--- src/rtl/fetch_pkg.sv ---
// -----------------------------------------------------------------------------
// fetch_pkg
// Shared types and constants for the instruction-fetch stage.
//   fetch_state_e : fetch FSM states (IDLE / REQ / WAIT)
//   WORD_BYTES    : PC increment per fetched instruction
//   INSTR_RESET   : instruction register value after reset
//   align_target  : converts a redirect target (word index or byte address)
//                   into a word-aligned byte address
// -----------------------------------------------------------------------------
package fetch_pkg;

    typedef enum logic [1:0] {
        ST_IDLE = 2'd0,
        ST_REQ  = 2'd1,
        ST_WAIT = 2'd2
    } fetch_state_e;

    localparam int unsigned WORD_BYTES  = 4;
    localparam logic [31:0] INSTR_RESET = 32'h0000_0000;

    // Word indices are scaled by 4. Byte addresses have their low two bits
    // dropped, so the PC can never become misaligned.
    function automatic logic [31:0] align_target(input logic [31:0] raw,
                                                 input logic        is_word);
        return is_word ? {raw[29:0], 2'b00} : {raw[31:2], 2'b00};
    endfunction

endpackage

--- src/rtl/fetch_watchdog.sv ---
// -----------------------------------------------------------------------------
// fetch_watchdog
// Bounds the time the fetch FSM can spend in WAIT. The down-counter loads on
// WAIT entry and decrements on every WAIT cycle that has no memory response.
// The terminal count raises a one-cycle timeout and sets a sticky error flag.
// The flag stays set until rst.
// Only instantiated when INSTR_FETCH_TIMEOUT_EN is defined.
// Ports:
//   clk, rst   : clock, synchronous active-high reset
//   load_i     : FSM is in REQ, so WAIT begins next cycle
//   wait_i     : FSM is in WAIT
//   valid_i    : memory response this cycle
//   timeout_o  : combinational, this WAIT cycle is the last one allowed
//   err_o      : sticky registered error flag
// -----------------------------------------------------------------------------
module fetch_watchdog #(
    parameter int unsigned TIMEOUT_CYCLES = 16
) (
    input  logic clk,
    input  logic rst,
    input  logic load_i,
    input  logic wait_i,
    input  logic valid_i,
    output logic timeout_o,
    output logic err_o
);

    localparam int unsigned CW = $clog2(TIMEOUT_CYCLES + 1);

    logic [CW-1:0] cnt_q;
    logic          err_q;

    // A count of zero in WAIT means TIMEOUT_CYCLES empty WAIT cycles, this
    // one included.
    assign timeout_o = wait_i && !valid_i && (cnt_q == '0);
    assign err_o     = err_q;

    always_ff @(posedge clk) begin
        if (rst) begin
            cnt_q <= '0;
            err_q <= 1'b0;
        end else begin
            if (load_i) begin
                cnt_q <= CW'(TIMEOUT_CYCLES - 1);
            end else if (wait_i && !valid_i && (cnt_q != '0)) begin
                cnt_q <= cnt_q - 1'b1;
            end
            if (timeout_o) begin
                err_q <= 1'b1;
            end
        end
    end

endmodule

--- src/rtl/instr_fetch.sv ---
// -----------------------------------------------------------------------------
// instr_fetch
// Instruction-fetch stage of the multicycle processor. It owns the PC and the
// instruction register. Each fetch request performs one memory handshake.
// Branch and jump redirects can be given as a byte address or a word index.
//
// Optional feature: define INSTR_FETCH_TIMEOUT_EN to add the WAIT watchdog
// (fetch_watchdog) and the sticky fetch_err flag. Without the macro, fetch_err
// is tied to 0 and WAIT has no time limit.
//
// Ports:
//   clk, rst                     clock, synchronous active-high reset
//   fetch_en                     start one fetch (sampled in IDLE only)
//   redirect_valid/_word/_pc     load a new PC (word index when _word=1)
//   imem_req, imem_addr          one-cycle read strobe and address (= pc)
//   imem_valid, imem_rdata       read response
//   instr, instr_valid           instruction register and its update pulse
//   pc, pc_plus4                 current PC and pc+4 (combinational)
//   busy                         high in REQ and WAIT
//   fetch_err                    sticky watchdog error
//
// state   | meaning
// --------+-----------------------------------------------------------------
// ST_IDLE | waiting for fetch_en; redirects load pc directly
// ST_REQ  | imem_req high for one cycle with imem_addr = pc
// ST_WAIT | waiting for imem_valid; redirects are held as pending
// -----------------------------------------------------------------------------
module instr_fetch
    import fetch_pkg::*;
#(
    parameter logic [31:0] RESET_PC       = 32'h0000_0000,
    parameter int unsigned TIMEOUT_CYCLES = 16
) (
    input  logic        clk,
    input  logic        rst,
    input  logic        fetch_en,
    input  logic        redirect_valid,
    input  logic        redirect_word,
    input  logic [31:0] redirect_pc,
    output logic        imem_req,
    output logic [31:0] imem_addr,
    input  logic        imem_valid,
    input  logic [31:0] imem_rdata,
    output logic [31:0] instr,
    output logic        instr_valid,
    output logic [31:0] pc,
    output logic [31:0] pc_plus4,
    output logic        busy,
    output logic        fetch_err
);

    fetch_state_e state_q;
    logic [31:0]  pc_q;
    logic [31:0]  instr_q;
    logic         instr_valid_q;
    logic         imem_req_q;
    logic         busy_q;
    logic         pend_valid_q;
    logic [31:0]  pend_pc_q;

    logic [31:0]  target_d;
    logic         wd_timeout;

    assign target_d    = align_target(redirect_pc, redirect_word);
    assign pc_plus4    = pc_q + WORD_BYTES;
    assign imem_addr   = pc_q;
    assign imem_req    = imem_req_q;
    assign pc          = pc_q;
    assign instr       = instr_q;
    assign instr_valid = instr_valid_q;
    assign busy        = busy_q;

`ifdef INSTR_FETCH_TIMEOUT_EN
    fetch_watchdog #(
        .TIMEOUT_CYCLES (TIMEOUT_CYCLES)
    ) u_watchdog (
        .clk       (clk),
        .rst       (rst),
        .load_i    (state_q == ST_REQ),
        .wait_i    (state_q == ST_WAIT),
        .valid_i   (imem_valid),
        .timeout_o (wd_timeout),
        .err_o     (fetch_err)
    );
`else
    logic unused_timeout_cfg;
    assign unused_timeout_cfg = ^TIMEOUT_CYCLES;
    assign wd_timeout         = 1'b0;
    assign fetch_err          = 1'b0;
`endif

    always_ff @(posedge clk) begin
        if (rst) begin
            state_q       <= ST_IDLE;
            pc_q          <= RESET_PC;
            instr_q       <= INSTR_RESET;
            instr_valid_q <= 1'b0;
            imem_req_q    <= 1'b0;
            busy_q        <= 1'b0;
            pend_valid_q  <= 1'b0;
            pend_pc_q     <= '0;
        end else begin
            instr_valid_q <= 1'b0;
            case (state_q)
                ST_IDLE: begin
                    // A redirect and a fetch in the same cycle: the fetch
                    // leaves REQ with the redirected PC.
                    if (redirect_valid) begin
                        pc_q <= target_d;
                    end
                    if (fetch_en) begin
                        state_q    <= ST_REQ;
                        imem_req_q <= 1'b1;
                        busy_q     <= 1'b1;
                    end
                end
                ST_REQ: begin
                    state_q    <= ST_WAIT;
                    imem_req_q <= 1'b0;
                    if (redirect_valid) begin
                        pend_valid_q <= 1'b1;
                        pend_pc_q    <= target_d;
                    end
                end
                ST_WAIT: begin
                    if (imem_valid || wd_timeout) begin
                        state_q      <= ST_IDLE;
                        busy_q       <= 1'b0;
                        pend_valid_q <= 1'b0;
                        // A redirect in this cycle is newer than the pending
                        // one. Any redirect discards the response.
                        if (redirect_valid) begin
                            pc_q <= target_d;
                        end else if (pend_valid_q) begin
                            pc_q <= pend_pc_q;
                        end else if (imem_valid) begin
                            instr_q       <= imem_rdata;
                            pc_q          <= pc_plus4;
                            instr_valid_q <= 1'b1;
                        end
                    end else if (redirect_valid) begin
                        pend_valid_q <= 1'b1;
                        pend_pc_q    <= target_d;
                    end
                end
                default: begin
                    state_q    <= ST_IDLE;
                    imem_req_q <= 1'b0;
                    busy_q     <= 1'b0;
                end
            endcase
        end
    end

endmodule

--- config.mk ---
export PLATFORM = sky130hd
export DESIGN_NAME = instr_fetch
export DESIGN_NICKNAME = d
export VERILOG_FILES = /design/src/rtl/fetch_pkg.sv /design/src/rtl/fetch_watchdog.sv /design/src/rtl/instr_fetch.sv
export SDC_FILE = /design/constraint.sdc
export NUM_CORES = 1
export LEC_CHECK = 0
export CORE_ASPECT_RATIO = 1.1
export CORE_MARGIN = 2
export CORE_UTILIZATION = 41
export CTS_CLUSTER_DIAMETER = 50
export DETAILED_ROUTE_END_ITERATION = 10
export PLACE_DENSITY_LB_ADDON = 0.08
export SLEW_MARGIN = 15
export SYNTH_ARGS = -nofsm -noshare
export SYNTH_HDL_FRONTEND = slang
export SYNTH_SLANG_ARGS = --single-unit
--- constraint.sdc ---
create_clock -name clk -period 2.25 [get_ports clk]
set_input_delay 0.45 -clock clk [delete_from_list [all_inputs] [get_ports clk]]
set_output_delay 0.45 -clock clk [all_outputs]
set_load 0.01 [all_outputs]
==> results.json, run 1 <==
{
  "status": "complete, but fails checks",
  "violations": "negative setup slack",
  "synth_compound_area_share_pct": 20.7,
  "yosys_warnings": 0,
  "final_hold_viol_count": 0,
  "hold_class": "reg2reg",
  "synth_top_area_cell": "dfxtp_1",
  "drt_wl_total_um": 18500,
  "synthMuxAreaShare_pct": 6.85,
  "antenna_found_initial": 0,
  "design_area_um2": 8620,
  "endpoint": "pc_plus4[24]",
  "crit_arrival_ns": 2.17,
  "dpl.hpwl_um": 13400,
  "reg2regPathDepth": 14,
  "synth_area_per_cell_um2": 7.82,
  "maxCapViolations": 0,
  "vdd_ir_drop_max_v": 0.000377,
  "dr.pass1.iters": 5,
  "diodes": 0,
  "h-tree-depth": 3,
  "grt_pass1_vias": 5782,
  "synth_area_leaders": "dfxtp_1 (36%), nand2_1 (6.8%), a21oi_1 (6.7%)",
  "postCtsHoldBufs": 0,
  "yosys.area_share.simple_pct": 21.5,
  "timing.final.crit_period_ns": 2.62,
  "io_pins": 202,
  "die_w_um": 114,
  "skew_ns": 0.0108,
  "start_util_pct": 41.8,
  "seq_area_frac_synth_pct": 35.7,
  "placedInstanceArea_um2": 8000,
  "synth_edf_count": 0,
  "setup_viol": 21,
  "power_density_nw_per_um2": 636,
  "r2r_slack_ns": -0.22,
  "fillers": 1135,
  "synthTopCellsByCount": "nand2_1 (100), dfxtp_1 (98), a21oi_1 (74), nor2_1 (55), clkbuf_1 (44)",
  "clkTransAtPathRegs_ns": 0.07,
  "ff_latch_area_um2": 1980,
  "fp-row-count": 44,
  "synth_top_area_share_pct": 35.7,
  "vias": 6057,
  "crit_family": "simple AND/OR/NAND/NOR gates",
  "synth_top_family_by_area": "simple AND/OR/NAND/NOR gates",
  "ys_ff_latch": 98,
  "crit_chain": "ha_4, nand3_4, or3_4, or4_4, xor2_2, inv_1, buf_2",
  "drive_above_1_share_pct": 23.8,
  "synthArstFlopShare_pct": 0,
  "grt_max_degree": 60,
  "ant_nets": 0,
  "fin_ws_ns": -0.372,
  "drt-initial-drc-count": 313,
  "cts_max_path_buffers": 2,
  "cts_tree": "yes",
  "wl_per_cell_um": 16.7,
  "track_usage_pct": 25.0,
  "synth_xor_area_share_pct": 3.98,
  "fin_tns_setup_ns": -3.51,
  "cp.required_ns": 1.80,
  "multiInputGateArea_um2": 3260,
  "via_per_inst": 5.47,
  "cts_sinks": 98,
  "die_h_um": 125,
  "numCtsBuffers": 9,
  "io_buffers": 194,
  "critPathLaunch": "imem_addr[2]$_SDFFE_PP0P_",
  "max_stage_delay_ns": 0.50,
  "cts_root_buf": "clkbuf_16",
  "critPathBufInv": 2,
  "nets": 1016,
  "synth_cells": 703,
  "areaGrowthSynthToFinish_pct": 56.7,
  "grt_pass1_wl_um": 29200,
  "finalNonFillerCells": 1108,
  "cp_max_fo": 2,
  "synth_area_um2": 5500,
  "rsz0062_at_grt": "yes",
  "clk-insertion-delay-late_ns": 0.34,
  "r2r_start": "imem_addr[2]$_SDFFE_PP0P_",
  "synth_most_common_cell": "nand2_1",
  "drc_errors": 0,
  "tightest_slew_ns": 0.526,
  "fmax_mhz": 381,
  "endpoint_kind": "output pin",
  "cp-start-kind": "flop",
  "design.die.area_um2": 14400,
  "routabilityCongestion": 0.882,
  "dp.cells": 1068,
  "crit_type": "reg2out",
  "cp_num_cells": 7,
  "timing.final.crit_share_pct": 117,
  "reg2reg_to": "imem_addr[29]$_SDFFE_PP0P_",
  "ys.flop_type": "dfxtp_1",
  "core_um2": 13200,
  "p_leak_nw": 3.45,
  "grt_overflow": 0,
  "final_max_slew_viol_count": 0,
  "synth_adder_area_share_pct": 0.910,
  "maxSlewHeadroom_pct": 64.7,
  "cpMaxStageDelayCell": "or4_4",
  "synth.distinct_cells": 55
}
[kinds of logic after synthesis]
family / count (synthesis)
AO/OA/AOI/OAI: 184
XOR/XNOR: 25
adder cells (fa/ha/maj): 4
buffers and inverters: 106
flip-flops: 98
multiplexers: 37
other: 1
AND/OR/NAND/NOR: 248
[routing by layer]
metal  vias to the layer above  track usage [%]  wire, um
met5                         -                0         0
met3                        29             4.80      1310
met2                       234             41.7      8990
met4                         0             9.47       480
li1                       2923                -         -
met1                      2871             31.9      7700
[worst min path at each step]
stage / end / cells after the start / slack (ns) / startpoint
after floorplan: pend_pc_q[18]$_SDFFE_PP0P_ / 2 / 0.46 / pend_pc_q[18]$_SDFFE_PP0P_
after global placement: instr[14]$_SDFFE_PP0P_ / 2 / 0.44 / instr[14]$_SDFFE_PP0P_
after global routing: instr[6]$_SDFFE_PP0P_ / 2 / 0.47 / instr[6]$_SDFFE_PP0P_
after CTS: instr[0]$_SDFFE_PP0P_ / 2 / 0.45 / instr[0]$_SDFFE_PP0P_
after detailed placement: instr[0]$_SDFFE_PP0P_ / 2 / 0.45 / instr[0]$_SDFFE_PP0P_
final: instr[29]$_SDFFE_PP0P_ / 2 / 0.45 / instr[29]$_SDFFE_PP0P_
[registers in the layout, indices dropped and copies added, names as in the netlist]
register / flops
imem_addr: 30
pend_pc_q: 30
instr: 32
pend_valid_q: 1
imem_req: 1
busy: 1
instr_valid: 1
state_q: 2
[where the power goes]
part / leakage (nW) / total [mW] / internal, mW / switching [mW]
clock: 0.152 / 1.63 / 0.957 / 0.671
combinational: 2.49 / 1.86 / 0.937 / 0.921
sequential: 0.804 / 2.00 / 1.89 / 0.105
total: 3.45 / 5.48 / 3.79 / 1.70
[layout make-up]
type	count	area share [%]
Multi-Input combinational cell	505	37.8
Clock inverter	3	0.537
Inverter	13	0.566
Sequential cell	98	22.9
Clock buffer	13	3.14
Tap cell	161	2.34
Timing Repair Buffer	315	32.6
[worst min-delay path: stages, from the launching register on]
cell,delay [ns]
dfxtp_1,0.31
nand2_1,0.05
a21oi_1,0.05
[layout by cell type (no fill, tap or decap), types with 8 or more instances in the layout]
| cell | Yosys | layout |
|---|---|---|
| nor2_1 | 55 | 52 |
| dfxtp_1 | 98 | 89 |
| nand3_1 | 20 | 14 |
| nand4_1 | 9 | 9 |
| nand2_1 | 100 | 99 |
| a31oi_1 | 8 | 8 |
| clkdlybuf4s50_1 | 0 | 165 |
| clkbuf_16 | 0 | 9 |
| a21oi_1 | 74 | 73 |
| a211oi_1 | 40 | 40 |
| xnor2_1 | 16 | 9 |
| inv_1 | 12 | 12 |
| o21ai_0 | 27 | 27 |
| nor3_1 | 20 | 15 |
| buf_2 | 6 | 23 |
| xor2_1 | 9 | 8 |
| buf_4 | 40 | 110 |
| mux2i_1 | 32 | 32 |
[stage by stage]
step	hold slack [ns]	power [mW]	util, %	worst slack (ns)
finish	0.452	5.48	65.5	-0.372
global placement	0.442	3.89	60.8	-0.401
global route	0.471	5.74	65.5	-0.439
floorplan	0.461	3.00	-	-0.0358
CTS	0.454	5.49	64.9	-0.492
detailed placement	0.446	3.92	60.8	-0.416
[what timing repair did]
item                                    CTS  global route
setup buffers                            17             7
resized for setup                       107            46
endpoints found under the setup margin   27            28
pin swaps                                15            24
Note: power is estimated with default switching activity, not from simulation.
==> run 2: changes to the inputs <==
--- a/config.mk
+++ b/config.mk
@@ -5,12 +5,14 @@
 export SDC_FILE = /design/constraint.sdc
 export NUM_CORES = 1
 export LEC_CHECK = 0
+export CAP_MARGIN = 20
 export CORE_ASPECT_RATIO = 1.1
 export CORE_MARGIN = 2
 export CORE_UTILIZATION = 41
-export CTS_CLUSTER_DIAMETER = 50
+export CTS_CLUSTER_DIAMETER = 60
 export DETAILED_ROUTE_END_ITERATION = 10
 export PLACE_DENSITY_LB_ADDON = 0.08
+export SKIP_CTS_REPAIR_TIMING = 1
 export SLEW_MARGIN = 15
 export SYNTH_ARGS = -nofsm -noshare
 export SYNTH_HDL_FRONTEND = slang
==> results.json, run 2 (synthesis gave the netlist of run 1 again) <==
{
  "status": "complete, but fails checks",
  "violations": "negative setup slack",
  "most-common-layout-cells": "clkdlybuf4s50_1 (165), nand2_1 (100), buf_4 (93)",
  "maxCapViolations": 0,
  "cts_max_path_buffers": 2,
  "p_total_mw": 5.49,
  "track_usage_pct": 24.1,
  "wl_per_cell_um": 16.6,
  "skew_ns": 0.00964,
  "maxSlewHeadroom_pct": 64.4,
  "cpMaxStageDelayCell": "or4_4",
  "diodes": 0,
  "dpl.hpwl_um": 13400,
  "h-tree-depth": 3,
  "vias": 5986,
  "core_um2": 13200,
  "clk-insertion-delay-late_ns": 0.34,
  "grt_max_degree": 60,
  "cp.required_ns": 1.80,
  "hold_class": "reg2reg",
  "crit_chain": "ha_4, nand3_4, or3_4, or4_4, xor2_2, inv_1, clkbuf_2",
  "start_util_pct": 41.8,
  "largest_register_ffs": 32,
  "io_buffers": 194,
  "setup_viol": 17,
  "dr.pass1.iters": 5,
  "layout_commonest_cell": "clkdlybuf4s50_1",
  "io_pins": 202,
  "die_h_um": 125,
  "timing.final.crit_period_ns": 2.60,
  "fp-row-count": 44,
  "crit_family": "simple AND/OR/NAND/NOR gates",
  "rsz0062_at_grt": "yes",
  "grt_pass1_vias": 5601,
  "drt-initial-drc-count": 365,
  "ant_nets": 0,
  "p_leak_nw": 3.47,
  "max_stage_delay_ns": 0.50,
  "power_density_nw_per_um2": 643,
  "fmax_mhz": 385,
  "nets": 1002,
  "drc_errors": 0,
  "drive_above_1_share_pct": 21.4,
  "antenna_found_initial": 0,
  "grt_overflow": 0,
  "die_w_um": 114,
  "routabilityCongestion": 0.882,
  "cts_sinks": 98,
  "critPathBufInv": 2,
  "design.die.area_um2": 14400,
  "grt_pass1_wl_um": 28200,
  "crit_type": "reg2out",
  "areaGrowthSynthToFinish_pct": 55.1,
  "final_max_slew_viol_count": 0,
  "clkTransAtPathRegs_ns": 0.07,
  "endpoint_kind": "output pin",
  "cts_tree": "yes",
  "cp_max_fo": 3,
  "cp-start-kind": "flop",
  "numCtsBuffers": 9,
  "crit_arrival_ns": 2.15,
  "final_hold_viol_count": 0,
  "drt_wl_total_um": 18200,
  "vdd_ir_drop_max_v": 0.000377,
  "fin_ws_ns": -0.347,
  "via_per_inst": 5.47,
  "fin_hold_ws_ns": 0.452,
  "cts_root_buf": "clkbuf_16",
  "timing.final.crit_share_pct": 115,
  "fillers": 1141,
  "tightest_slew_ns": 0.530
}
run 2: cell types whose count changed in the layout (fill, tap and decap cells not counted), moves of 2 or more:
cell / previous run / this run
buf_6: 6 / 9
dlygate4sd2_1: 2 / 0
buf_2: 23 / 17
nand3_1: 14 / 16
buf_4: 110 / 93
dlymetal6s2s_1: 0 / 7
run 2: worst reg2reg max path, cell delays in order, from the launching register on:
cell and delay, ns:
dfxtp_4 0.36, ha_4 0.15, nand3_4 0.08, or3_4 0.37
or4_4 0.50, xor2_2 0.17, buf_4 0.13, buf_4 0.12
o22ai_1 0.14
run 2: cell type report:
type / instances / area [um2] / share of cell area (%)
Clock buffer: 13 / 270 / 3.17
Clock inverter: 3 / 46.3 / 0.543
Inverter: 13 / 48.8 / 0.572
Multi-Input combinational cell: 505 / 3220 / 37.8
Sequential cell: 98 / 1980 / 23.2
Tap cell: 161 / 201 / 2.36
Timing Repair Buffer: 301 / 2760 / 32.4
run 2: report_power, final:
| part | total [mW] | switching [mW] | internal, mW |
|---|---|---|---|
| clock | 1.62 | 0.668 | 0.957 |
| combinational | 1.86 | 0.916 | 0.948 |
| sequential | 2.00 | 0.104 | 1.89 |
| total | 5.49 | 1.69 | 3.80 |
run 2: per-stage QoR:
stage               utilization [%]  setup TNS (ns)  cell area (um2)  setup WS (ns)  cells
floorplan                         -         -0.0358             5570        -0.0358    709
global placement               60.8           -4.98             8000         -0.401   1068
detailed placement             60.8           -5.72             8000         -0.416   1068
CTS                            63.2          -14.54             8320         -0.795   1084
global route                   64.8           -3.99             8530         -0.419   1094
finish                         64.8           -2.64             8530         -0.347   1094
run 2: final timing paths:
path,from,end,slack (ns),cells past startpoint
min reg2reg,instr[29]$_SDFFE_PP0P_,instr[29]$_SDFFE_PP0P_,0.45,2
min,instr[29]$_SDFFE_PP0P_,instr[29]$_SDFFE_PP0P_,0.45,2
max,imem_addr[2]$_SDFFE_PP0P_,pc_plus4[24],-0.35,7
max reg2reg,imem_addr[2]$_SDFFE_PP0P_,imem_addr[24]$_SDFFE_PP0P_,0.16,8
run 2: layer usage:
layer  wire length (um)  part of all wire (%)  global-route usage (%)
met1               7620                    42                    31.1
met2               8900                    49                    40.3
met3               1310                   7.2                    5.04
met4                372                   2.0                    7.53
met5                  0                     0                       0
